[config.mk]
export PLATFORM = sky130hd
export DESIGN_NAME = vga_hsync_gen
export DESIGN_NICKNAME = d
export VERILOG_FILES = /design/src/rtl/vga_timing_pkg.sv /design/src/rtl/vga_pix_div.sv /design/src/rtl/vga_hsync_gen.sv
export SDC_FILE = /design/constraint.sdc
export NUM_CORES = 1
export LEC_CHECK = 0
export CORE_MARGIN = 4
export CORE_UTILIZATION = 27
export DETAILED_ROUTE_END_ITERATION = 7
export GPL_TIMING_DRIVEN = 0
export SLEW_MARGIN = 10
export SYNTH_ARGS = -nofsm -noshare
export SYNTH_HDL_FRONTEND = slang
export SYNTH_SLANG_ARGS = --single-unit
[constraint.sdc]
create_clock -name clk -period 2.5 [get_ports clk]
set_clock_uncertainty 0.2 [all_clocks]
set_input_delay 0.5 -clock clk [delete_from_list [all_inputs] [get_ports clk]]
set_output_delay 0.5 -clock clk [all_outputs]
set_load 0.05 [all_outputs]
[src/rtl/vga_timing_pkg.sv]
// -----------------------------------------------------------------------------
// vga_timing_pkg
// Shared 640x480@60 timing constants for the horizontal and vertical stages,
// the segment-total helper and the horizontal FSM state encoding.
// No ports (package).
// -----------------------------------------------------------------------------
package vga_timing_pkg;

    // Horizontal timing, in pixels.
    localparam int VGA_H_VISIBLE = 640;
    localparam int VGA_H_FP      = 16;
    localparam int VGA_H_SYNC    = 96;
    localparam int VGA_H_BP      = 48;

    // Vertical timing, in lines.
    localparam int VGA_V_VISIBLE = 480;
    localparam int VGA_V_FP      = 10;
    localparam int VGA_V_SYNC    = 2;
    localparam int VGA_V_BP      = 33;

    // Total period of a display / porch / sync / porch sequence.
    function automatic int seg_total(input int vis, input int fp,
                                     input int sync, input int bp);
        return vis + fp + sync + bp;
    endfunction

    localparam int VGA_H_TOTAL = seg_total(VGA_H_VISIBLE, VGA_H_FP, VGA_H_SYNC, VGA_H_BP);
    localparam int VGA_V_TOTAL = seg_total(VGA_V_VISIBLE, VGA_V_FP, VGA_V_SYNC, VGA_V_BP);

    // Horizontal segment FSM encoding.
    typedef enum logic [1:0] {
        H_DISP = 2'd0,
        H_FP   = 2'd1,
        H_SYNC = 2'd2,
        H_BP   = 2'd3
    } h_state_t;

endpackage

[src/rtl/vga_pix_div.sv]
// -----------------------------------------------------------------------------
// vga_pix_div
// Clock-enable divider: produces a one-clk pixel strobe every CLK_DIV clks.
// Ports:
//   clk      board clock
//   reset    asynchronous active-low reset
//   pix_tick combinational: the next clk edge raises pix_en
//   pix_en   registered strobe, high for 1 clk every CLK_DIV clks
//            (constantly high when CLK_DIV = 1)
// -----------------------------------------------------------------------------
module vga_pix_div #(
    parameter int CLK_DIV = 4
) (
    input  logic clk,
    input  logic reset,
    output logic pix_tick,
    output logic pix_en
);

    localparam int DIV_W = (CLK_DIV > 4) ? 4 : 2;
    localparam logic [DIV_W-1:0] DIV_LAST = DIV_W'(CLK_DIV - 1);

    generate
        if (CLK_DIV < 1 || CLK_DIV > 16) begin : g_bad_div
            $error("vga_pix_div: CLK_DIV must be in 1..16");
        end
    endgenerate

    logic [DIV_W-1:0] div_cnt;

    // The strobe is registered off the wrap condition, so the first pix_en
    // lands in the CLK_DIV-th clk after reset release.
    assign pix_tick = (div_cnt == DIV_LAST);

    always_ff @(posedge clk or negedge reset) begin
        if (!reset) begin
            div_cnt <= '0;
            pix_en  <= 1'b0;
        end else begin
            div_cnt <= pix_tick ? '0 : div_cnt + 1'b1;
            pix_en  <= pix_tick;
        end
    end

endmodule

[src/rtl/vga_hsync_gen.sv]
// -----------------------------------------------------------------------------
// vga_hsync_gen
// Horizontal timing generator: walks each scan line through display, front
// porch, sync and back porch at the pixel-strobe rate. Free running; there is
// no handshake, so consumers simply qualify every output with pix_en.
// Ports:
//   clk      board clock (100 MHz)
//   reset    asynchronous active-low reset
//   pix_en   one-clk pixel strobe; other outputs describe the current pixel
//            while it is high
//   h_sync   horizontal sync at H_SYNC_POL polarity
//   h_active 1 in the visible region
//   h_col    visible column, 0 outside the visible region
//   h_count  raw line position 0..H_TOTAL-1
//   line_end pulse with pix_en on the last pixel of a line
//   h_state  current FSM state (debug observation)
// -----------------------------------------------------------------------------
module vga_hsync_gen #(
    parameter int CLK_DIV    = 4,
    parameter int H_VISIBLE  = vga_timing_pkg::VGA_H_VISIBLE,
    parameter int H_FP       = vga_timing_pkg::VGA_H_FP,
    parameter int H_SYNC     = vga_timing_pkg::VGA_H_SYNC,
    parameter int H_BP       = vga_timing_pkg::VGA_H_BP,
    parameter bit H_SYNC_POL = 1'b0
) (
    input  logic       clk,
    input  logic       reset,
    output logic       pix_en,
    output logic       h_sync,
    output logic       h_active,
    output logic [9:0] h_col,
    output logic [9:0] h_count,
    output logic       line_end,
    output logic [1:0] h_state
);

    import vga_timing_pkg::*;

    localparam int H_TOTAL = seg_total(H_VISIBLE, H_FP, H_SYNC, H_BP);

    generate
        if (H_VISIBLE < 1 || H_FP < 1 || H_SYNC < 1 || H_BP < 1 || H_TOTAL > 1024)
        begin : g_bad_timing
            $error("vga_hsync_gen: segment lengths must be >= 1 and H_TOTAL <= 1024");
        end
    endgenerate

    localparam logic [9:0] DISP_LAST  = 10'(H_VISIBLE - 1);
    localparam logic [9:0] FP_LAST    = 10'(H_FP - 1);
    localparam logic [9:0] SYNC_LAST  = 10'(H_SYNC - 1);
    localparam logic [9:0] BP_LAST    = 10'(H_BP - 1);
    localparam logic [9:0] TOTAL_LAST = 10'(H_TOTAL - 1);

    logic       pix_tick;
    h_state_t   state, state_nxt;
    logic [9:0] seg_cnt, seg_nxt;
    logic [9:0] cnt_nxt;

    vga_pix_div #(
        .CLK_DIV (CLK_DIV)
    ) u_pix_div (
        .clk      (clk),
        .reset    (reset),
        .pix_tick (pix_tick),
        .pix_en   (pix_en)
    );

    assign h_state = state;

    // Position advances on the edge that ends a pix_en cycle. The *_nxt values
    // are therefore the position seen during the following clk, which is what
    // all the registered outputs are decoded from.
    always_comb begin
        state_nxt = state;
        seg_nxt   = seg_cnt;
        cnt_nxt   = h_count;
        if (pix_en) begin
            cnt_nxt = (state == vga_timing_pkg::H_BP && seg_cnt == '0) ? '0 : h_count + 10'd1;
            if (seg_cnt == '0) begin
                case (state)
                    vga_timing_pkg::H_DISP: begin
                        state_nxt = vga_timing_pkg::H_FP;
                        seg_nxt   = FP_LAST;
                    end
                    vga_timing_pkg::H_FP: begin
                        state_nxt = vga_timing_pkg::H_SYNC;
                        seg_nxt   = SYNC_LAST;
                    end
                    vga_timing_pkg::H_SYNC: begin
                        state_nxt = vga_timing_pkg::H_BP;
                        seg_nxt   = BP_LAST;
                    end
                    default: begin
                        state_nxt = vga_timing_pkg::H_DISP;
                        seg_nxt   = DISP_LAST;
                    end
                endcase
            end else begin
                seg_nxt = seg_cnt - 10'd1;
            end
        end
    end

    always_ff @(posedge clk or negedge reset) begin
        if (!reset) begin
            state    <= vga_timing_pkg::H_DISP;
            seg_cnt  <= DISP_LAST;
            h_count  <= '0;
            h_active <= 1'b1;
            h_sync   <= ~H_SYNC_POL;
            h_col    <= '0;
            line_end <= 1'b0;
        end else begin
            state    <= state_nxt;
            seg_cnt  <= seg_nxt;
            h_count  <= cnt_nxt;
            h_active <= (state_nxt == vga_timing_pkg::H_DISP);
            h_sync   <= (state_nxt == vga_timing_pkg::H_SYNC) ? H_SYNC_POL : ~H_SYNC_POL;
            h_col    <= (state_nxt == vga_timing_pkg::H_DISP) ? cnt_nxt : '0;
            // pix_tick raises pix_en on this same edge, so the pulse is
            // coincident with the strobe of the last pixel.
            line_end <= pix_tick && (cnt_nxt == TOTAL_LAST);
        end
    end

endmodule

**After elaboration in Yosys (flattened, before gate mapping)**

Cells that the tools add are included.

- $add $sub $neg: 3
- Equal/unequal tests: 6
- Mux-type cells: 10
- Reductions and logical operators: 5

Operators with widths:

| operator | count |
|---|---|
| two-way mux 10 bit | 4 |
| one-hot mux 10 bit (3 select lines) | 1 |
| adder 10 x 1 -> 10 bit, second input constant | 1 |
| equality test 10 bit, second input constant | 1 |
| zero test 10 bit | 1 |
| subtractor 10 x 1 -> 10 bit, second input constant | 1 |
| equality test 2 bit, second input constant | 4 |
| two-way mux 2 bit | 3 |
| one-hot mux 2 bit (3 select lines) | 1 |
| zero test 2 bit | 2 |
| adder 2 x 1 -> 2 bit, second input constant | 1 |
| equality test 2 x 1 -> 1 bit, second input constant | 1 |
| logical AND 1 bit | 2 |
| two-way mux 1 bit | 1 |

- Bits in registers: 38
- Bits of input ports: 2
- Output and inout port bits: 26
- Word-level logic and storage cells: 33

**Logic depth before layout (Yosys ltp)**

Gate-level depths: netlist of the first run.

- Word-level depth: 6
- Depth in mapped cells: 8
- Mapped depth without buffers: 6

**Cells and area by module**

A second synthesis of the first run with hierarchy kept.

- Cell total of the unflattened synthesis: 183
- Area total of the unflattened synthesis: 1881.8 um^2

Modules (own cells, without submodules):

| module | times used | cells each | area each (um^2) | seq. area each (um^2) |
|---|---|---|---|---|
| vga_hsync_gen | 1 | 178 | 1790.5 | 888.4 |
| vga_pix_div | 1 | 5 | 91.3 | 75.1 |

**Least setup slack after synthesis of the first run**

OpenSTA, ideal clock, no wires.

- Kind: reg-to-reg
- Start point: reg seg_cnt[0]
- End point: reg h_col[1]
- Setup time: 0.127 ns
- Data arrival time: 1.944 ns
- Data required time: 2.173 ns
- Slack: 0.229 ns
- Cell stages (with the launch flop): 8
- Path buffers: 1
- Clock period less this slack: 2.271 ns
- Path through: dfstp_2 inv_1 ha_1 or4b_1 buf_6 o41a_1 a31oi_4 nor2_1

- Word-level cells in the longest chain between the ends: 5
- Elaborated cells between the ends (all ways): 8
- Classes of those cells: mux (5); reduce/logical (3)

Ends and longest elaborated chain:

| what | RTL line | RTL |
|---|---|---|
| start, declared | vga_hsync_gen.sv:56 | `logic [9:0] seg_cnt, seg_nxt;` |
| start signal, assigned | vga_hsync_gen.sv:115 | `seg_cnt <= seg_nxt;` |
| zero test 10 bit * | vga_hsync_gen.sv:78, vga_hsync_gen.sv:79 |  |
| two-way mux 2 bit or logical AND 1 bit (tied branches) | vga_hsync_gen.sv:79, vga_hsync_gen.sv:78 |  |
| two-way mux 2 bit or two-way mux 10 bit (tied branches) | vga_hsync_gen.sv:77, vga_hsync_gen.sv:78 |  |
| zero test 2 bit or two-way mux 10 bit (tied branches) | vga_hsync_gen.sv:119, vga_hsync_gen.sv:77 |  |
| two-way mux 10 bit * | vga_hsync_gen.sv:119 | `h_col <= (state_nxt == vga_timing_pkg::H_DISP) ? cnt_nxt : '0;` |
| end signal, assigned | vga_hsync_gen.sv:119 |  |
| end, declared | vga_hsync_gen.sv:31 | `output logic [9:0] h_col,` |

Mark *: on every way between the ends. The rest lies on a longest branch, timed or not.
A chain may end at the register's enable or synchronous reset.

**Worst setup path in the final report of the first run**

- Start point: reg seg_cnt[1]
- End point: reg h_col[7]

The elaborated chain is that of the path after synthesis.

==> metrics.txt, run 1 <==
Final Instance Area 0.002421 mm^2; CP startpoint kind flip-flop; Setup CP Type flip-flop to flip-flop; Syn Area/Cell 10.49 um^2; vias in the first global route 1460; Final Hold Viols 0; clk buf depth 2; cell-internal power 0.8415 mW; Area after DPL 0.002293 mm^2; fin nets 227; initial antenna violation count 0; Mapped Nets 190; sequential cell area 963.4 um^2; Worst Path Max Fanout 7; I/O Pins 28; # port buffers 27; first-pass GRT wire length 7.217 mm; synth-to-layout area growth 28.23%; Util after Layout 35.64%; FF-to-FF Start seg_cnt[1]; largest net degree at the start of global routing 37; DR iter-0 viols 88; Primary FF master, synth dfrtp_1; hold path cells 1; gr ovfl total 0; Core Footprint 0.006794 mm^2; Via-to-Cell Ratio 4.548; leakage power 1.002 nW; share of power burned in combinational logic 1.6%; fill count 697; crit path DAT 2320 ps; max-slew violation count 0; Clock power frac 41.1%; Flop pwr share 57.3%; path depth of the worst reg2reg path 7; synth warn 0; # clock sinks 38; Starting Density 27.79%; CP required 2460 ps; Die X 91.63 um; Worst setup EP type flip-flop; footprint of the multi-input gates 858.3 um^2; Max-slew headroom 65.21%; clk_lat worst skew 290 ps; Worst-Margin Slew 520.2 ps; Peak Freq 424.2 MHz; GRT Overall Usage 10.56%; DIE AREA 0.008395 mm^2; total CTS buffers 5; tightest hold margin 240.3 ps; total number of H-tree levels 2; Synth Register Bits 38; worst min path class flip-flop to flip-flop; DRT Wirelength 4.043 mm; number of synthesized flops with an enable pin 0; switch share 21.58%; RePlAce Congestion 0.8466; max_cap viols 0; P per Cell Area 443.2 mW/mm^2; CTS Root Cell clkbuf_8; Design Power 1.073 mW; Max IR drop VDD 0.0002377 V; final worst slack 142.8 ps; crit path launch seg_cnt[1]; Async S/R FF share, synth 100.0%; Place WS -16.41 ps; share of layout cells above drive strength 1 16.51%; Vias 1428; hold wc startpoint u_pix_div.div_cnt[0]; drt first pass iters 4; Seq/Total Area, Yosys 51.03%; final worst path period need 2357 ps; Ant. Diodes 0; setup violators final 0; leading cell type in the layout, fill and taps excluded nor2_1; FP Rows 30; clock-pin slew on the worst setup and hold paths 70 ps; most frequent cells in the layout 33 x nor2_1, 28 x dfrtp_1, 26 x clkdlybuf4s50_1, 13 x nand2_1; period utilisation layout 94.29%; Mapped Area 0.001888 mm^2; status completed; CTS tree done; WL/cell 12.88 um; number of library cell types mapped by synthesis 48; DP Wirelength 2.955 mm; switching power 0.2316 mW; Die Height 91.63 um; RSZ-0062 raised after global routing false; Mapped Cells 180; DRC Markers 0; Antenna Nets Post-Route 0
## synth_stat cells (2+ instances only)
cell | number | area, um^2
nor2_1 | 33 | 123.9
dfrtp_1 | 28 | 700.7
nand2_1 | 13 | 48.80
inv_1 | 11 | 41.29
dfstp_2 | 10 | 262.8
ha_1 | 8 | 100.1
o21ai_0 | 6 | 30.03
nor3_1 | 5 | 25.02
xnor2_1 | 5 | 43.79
a21oi_1 | 4 | 20.02
nand4_1 | 4 | 25.02
xor2_1 | 4 | 35.03
and3_1 | 3 | 18.77
and4b_1 | 3 | 30.03
mux2_1 | 3 | 33.78
o21ai_1 | 3 | 15.01
a211oi_1 | 2 | 15.01
a31oi_1 | 2 | 12.51
clkbuf_1 | 2 | 7.510
nor3b_1 | 2 | 15.01
or2_2 | 2 | 12.51
## state kept, by name, indices dropped and copies added (netlist names)
register / cells
h_col: 10
h_count: 10
seg_cnt: 10
h_state: 2
u_pix_div.div_cnt: 2
h_active: 1
h_sync: 1
line_end: 1
u_pix_div.pix_en: 1
## power by group through the flow
stage	Combinational, mW	Clock, mW	Sequential (mW)
floorplan	0.000000364	0	0.627
finish	0.0168	0.441	0.615
detailed placement	0.0171	0	0.626
global route	0.0197	0.481	0.615
global placement	0.0138	0	0.627
CTS	0.0183	0.455	0.615
## path summary, 6_finish.rpt
check	end	slack (ps)
min reg2reg	u_pix_div.div_cnt[0]	240
min	u_pix_div.div_cnt[0]	240
max reg2reg	h_col[7]	140
max	h_col[7]	140
max in group asynchronous	seg_cnt[0]	1310
min in group asynchronous	h_state[1]	340
## cells by family (layout without fill, tap and decap cells)
| logic type | Yosys count | in the layout | synth area share [%] |
|---|---|---|---|
| AND/OR/NAND/NOR | 77 | 77 | 22.40 |
| XOR/XNOR | 9 | 9 | 4.175 |
| buffers and inverters | 16 | 54 | 4.175 |
| AO/OA/AOI/OAI | 28 | 28 | 10.54 |
| multiplexers | 4 | 4 | 2.386 |
| adder cells (fa/ha/maj) | 8 | 8 | 5.302 |
| flip-flops | 38 | 38 | 51.03 |
## final cells by class
class	count	share of cell area, %
buffer	5	1.654
clock buffer	6	3.411
inverter	11	1.705
timing repair buffer	30	12.51
sequential	38	39.79
tap	96	4.961
clock inverter	2	0.5168
multi-input combinational	126	35.45
## metrics by stage
step,cells,TNS [ps]
2_1_floorplan,180,0
3_3_place_gp,303,-4638
3_5_place_dp,304,-16.41
4_1_cts,314,0
5_1_grt,314,0
6_report,314,0
## metal layers
| layer | up-vias | track usage, % | share of wire (%) |
|---|---|---|---|
| li1 | 705 | - | - |
| met1 | 681 | 15.14 | 50 |
| met2 | 36 | 14.97 | 43 |
| met3 | 6 | 2.379 | 4.5 |
| met4 | 0 | 4.899 | 2.1 |
| met5 | - | 0 | 0 |
## worst max-delay path: stages, from the launching register on
cell and delay (ps):
dfstp_2 380, inv_1 120, ha_4 160, or4b_1 450
buf_6 160, o41a_1 380, a31oi_4 320, nor2_1 70
## timing repair
item,CTS,global route
setup buffers,1,0
pin swaps,1,1
endpoints found under the setup margin,8,9
gates resized for setup,1,3
endpoints found under the hold margin,2,0
hold buffers,1,0
(Power assumes the default switching activity.)
==> inputs of run 2 (changes only) <==
CORE_UTILIZATION = 34   (was 27)
SKIP_CTS_REPAIR_TIMING = 1   (was unset)
==> run 2 against run 1 <==
Against the previous run:
- critical path depth rose by 1
- combinational power rose by 11%
- power rose by 6.8%
- largest power group unchanged
==> metrics.txt, run 2 (synthesized netlist as in run 1, its figures left out) <==
Max-slew headroom 65.72% (was 65.21%); FP Rows 26 (was 30); switching power 0.2315 mW (was 0.2316 mW); RePlAce Congestion 0.7822 (was 0.8466); Area after DPL 0.002268 mm^2 (was 0.002293 mm^2); final worst path period need 2379 ps (was 2357 ps); Final Instance Area 0.002419 mm^2 (was 0.002421 mm^2); Place WS -32.84 ps (was -16.41 ps); I/O Pins 28 (unchanged); total number of H-tree levels 2 (unchanged); drt first pass iters 4 (unchanged); CTS Root Cell clkbuf_8 (unchanged); fin nets 228 (was 227); max_cap viols 0 (unchanged); crit path DAT 2360 ps (was 2320 ps); total CTS buffers 5 (unchanged); share of power burned in combinational logic 1.6% (about the same); Vias 1405 (was 1428); setup violators final 0 (unchanged); hold wc startpoint u_pix_div.div_cnt[0] (unchanged); # clock sinks 38 (unchanged); Worst setup EP type flip-flop (unchanged); CP required 2480 ps (was 2460 ps); cell-internal power 0.9147 mW (was 0.8415 mW); Clock power frac 44.7% (was 41.1%); Max IR drop VDD 0.0003038 V (was 0.0002377 V); DIE AREA 0.006810 mm^2 (was 0.008395 mm^2); Worst Path Max Fanout 7 (unchanged); P per Cell Area 473.9 mW/mm^2 (was 443.2 mW/mm^2); RSZ-0062 raised after global routing false (unchanged); status completed (unchanged); share of layout cells above drive strength 1 17.35% (was 16.51%); Peak Freq 420.4 MHz (was 424.2 MHz); vias in the first global route 1374 (was 1460); Design Power 1.146 mW (was 1.073 mW); Worst-Margin Slew 512.5 ps (was 520.2 ps); clk_lat worst skew 290 ps (about the same); synth-to-layout area growth 28.10% (was 28.23%); worst min path class flip-flop to flip-flop (unchanged); most frequent cells in the layout 33 x nor2_1, 28 x dfrtp_1, 26 x clkdlybuf4s50_1, 13 x nand2_1 (unchanged); hold path cells 1 (unchanged); leakage power 1.024 nW (was 1.002 nW); CTS tree done (unchanged); fill count 493 (was 697); Ant. Diodes 0 (unchanged); Hold EP u_pix_div.div_cnt[0] (unchanged); clock-pin slew on the worst setup and hold paths 80 ps (was 70 ps); Fin Setup TNS 0 ps (unchanged); path depth of the worst reg2reg path 8 (was 7); initial antenna violation count 0 (unchanged); Via-to-Cell Ratio 4.862 (was 4.548); worst r2r dst h_state[1] (was h_col[7]); Core Footprint 0.005238 mm^2 (was 0.006794 mm^2); WL/cell 14.07 um (was 12.88 um); FF-to-FF Start seg_cnt[1] (unchanged); CP startpoint kind flip-flop (unchanged); final worst slack 121.1 ps (was 142.8 ps); r2r setup slk 120 ps (was 140 ps); switch share 20.20% (was 21.58%); gr ovfl total 0 (unchanged); Antenna Nets Post-Route 0 (unchanged); DRT Wirelength 4.066 mm (was 4.043 mm); Final Hold Viols 0 (unchanged); Starting Density 36.05% (was 27.79%); clk buf depth 2 (unchanged); period utilisation layout 95.16% (was 94.29%); Die Height 82.52 um (was 91.63 um); DR iter-0 viols 67 (was 88); leading cell type in the layout, fill and taps excluded nor2_1 (unchanged); max-slew violation count 0 (unchanged); # port buffers 27 (unchanged); Setup CP Type flip-flop to flip-flop (unchanged); first-pass GRT wire length 6.824 mm (was 7.217 mm); biggest regs h_col x10, h_count x10, seg_cnt x10 (unchanged); Flop pwr share 53.7% (was 57.3%); DP Wirelength 3.008 mm (was 2.955 mm); Die X 82.52 um (was 91.63 um); DRC Markers 0 (unchanged); GRT Overall Usage 13.46% (was 10.56%); largest net degree at the start of global routing 21 (was 37)
-- run 2: how the worst max path moves through the flow --
stage               slack, ps  cells after the start         end        from
floorplan                 230                      7    h_col[1]  seg_cnt[0]
CTS                       -60                      8    h_col[3]  seg_cnt[0]
detailed placement        -30                      7    h_col[7]  seg_cnt[0]
global placement         -180                      1    h_col[8]       reset
global route                6                      7    h_col[8]  seg_cnt[1]
finish                    120                      8  h_state[1]  seg_cnt[1]
-- run 2: power by group through the flow --
| stage | clock, mW | sequential (mW) | combinational (mW) |
|---|---|---|---|
| floorplan | 0 | 0.627 | 0.000000364 |
| global placement | 0 | 0.627 | 0.0139 |
| detailed placement | 0 | 0.626 | 0.0187 |
| CTS | 0.531 | 0.615 | 0.0188 |
| global route | 0.555 | 0.615 | 0.0215 |
| finish | 0.513 | 0.615 | 0.0186 |
-- run 2: layout make-up --
| class | count | area [um^2] | area share, % |
|---|---|---|---|
| well taps | 70 | 87.58 | 3.621 |
| clock buffers | 5 | 68.82 | 2.845 |
| multi-input cells | 126 | 862.1 | 35.64 |
| inverters | 11 | 41.29 | 1.707 |
| clock inverters | 3 | 40.04 | 1.655 |
| plain buffers | 5 | 37.54 | 1.552 |
| flip-flops and latches | 38 | 963.4 | 39.83 |
| repair buffers | 31 | 317.8 | 13.14 |
-- run 2: metal layers --
layer  vias up  global-route usage (%)  routed length [um]
met4         0                   4.412                  54
met3         4                   3.362                 139
met2        21                   19.07                1805
li1        701                       -                   -
met5         -                       0                   0
met1       679                   19.92                2067
-- run 2: through the flow --
stage	cells	hold slack, ps	utilization [%]
2_1_floorplan	180	4.409	-
3_3_place_gp	277	216.2	42.88
3_5_place_dp	278	219.3	43.31
4_1_cts	286	-28.91	45.39
5_1_grt	289	276.4	46.18
6_report	289	228.9	46.18
-- run 2: critical path: stages, from the launching register on --
cell     delay [ps]
dfstp_2         380
inv_1           110
ha_4            170
or4b_1          450
buf_6           160
nor3_4          180
buf_4           170
nand2_1         100
mux2_1          340
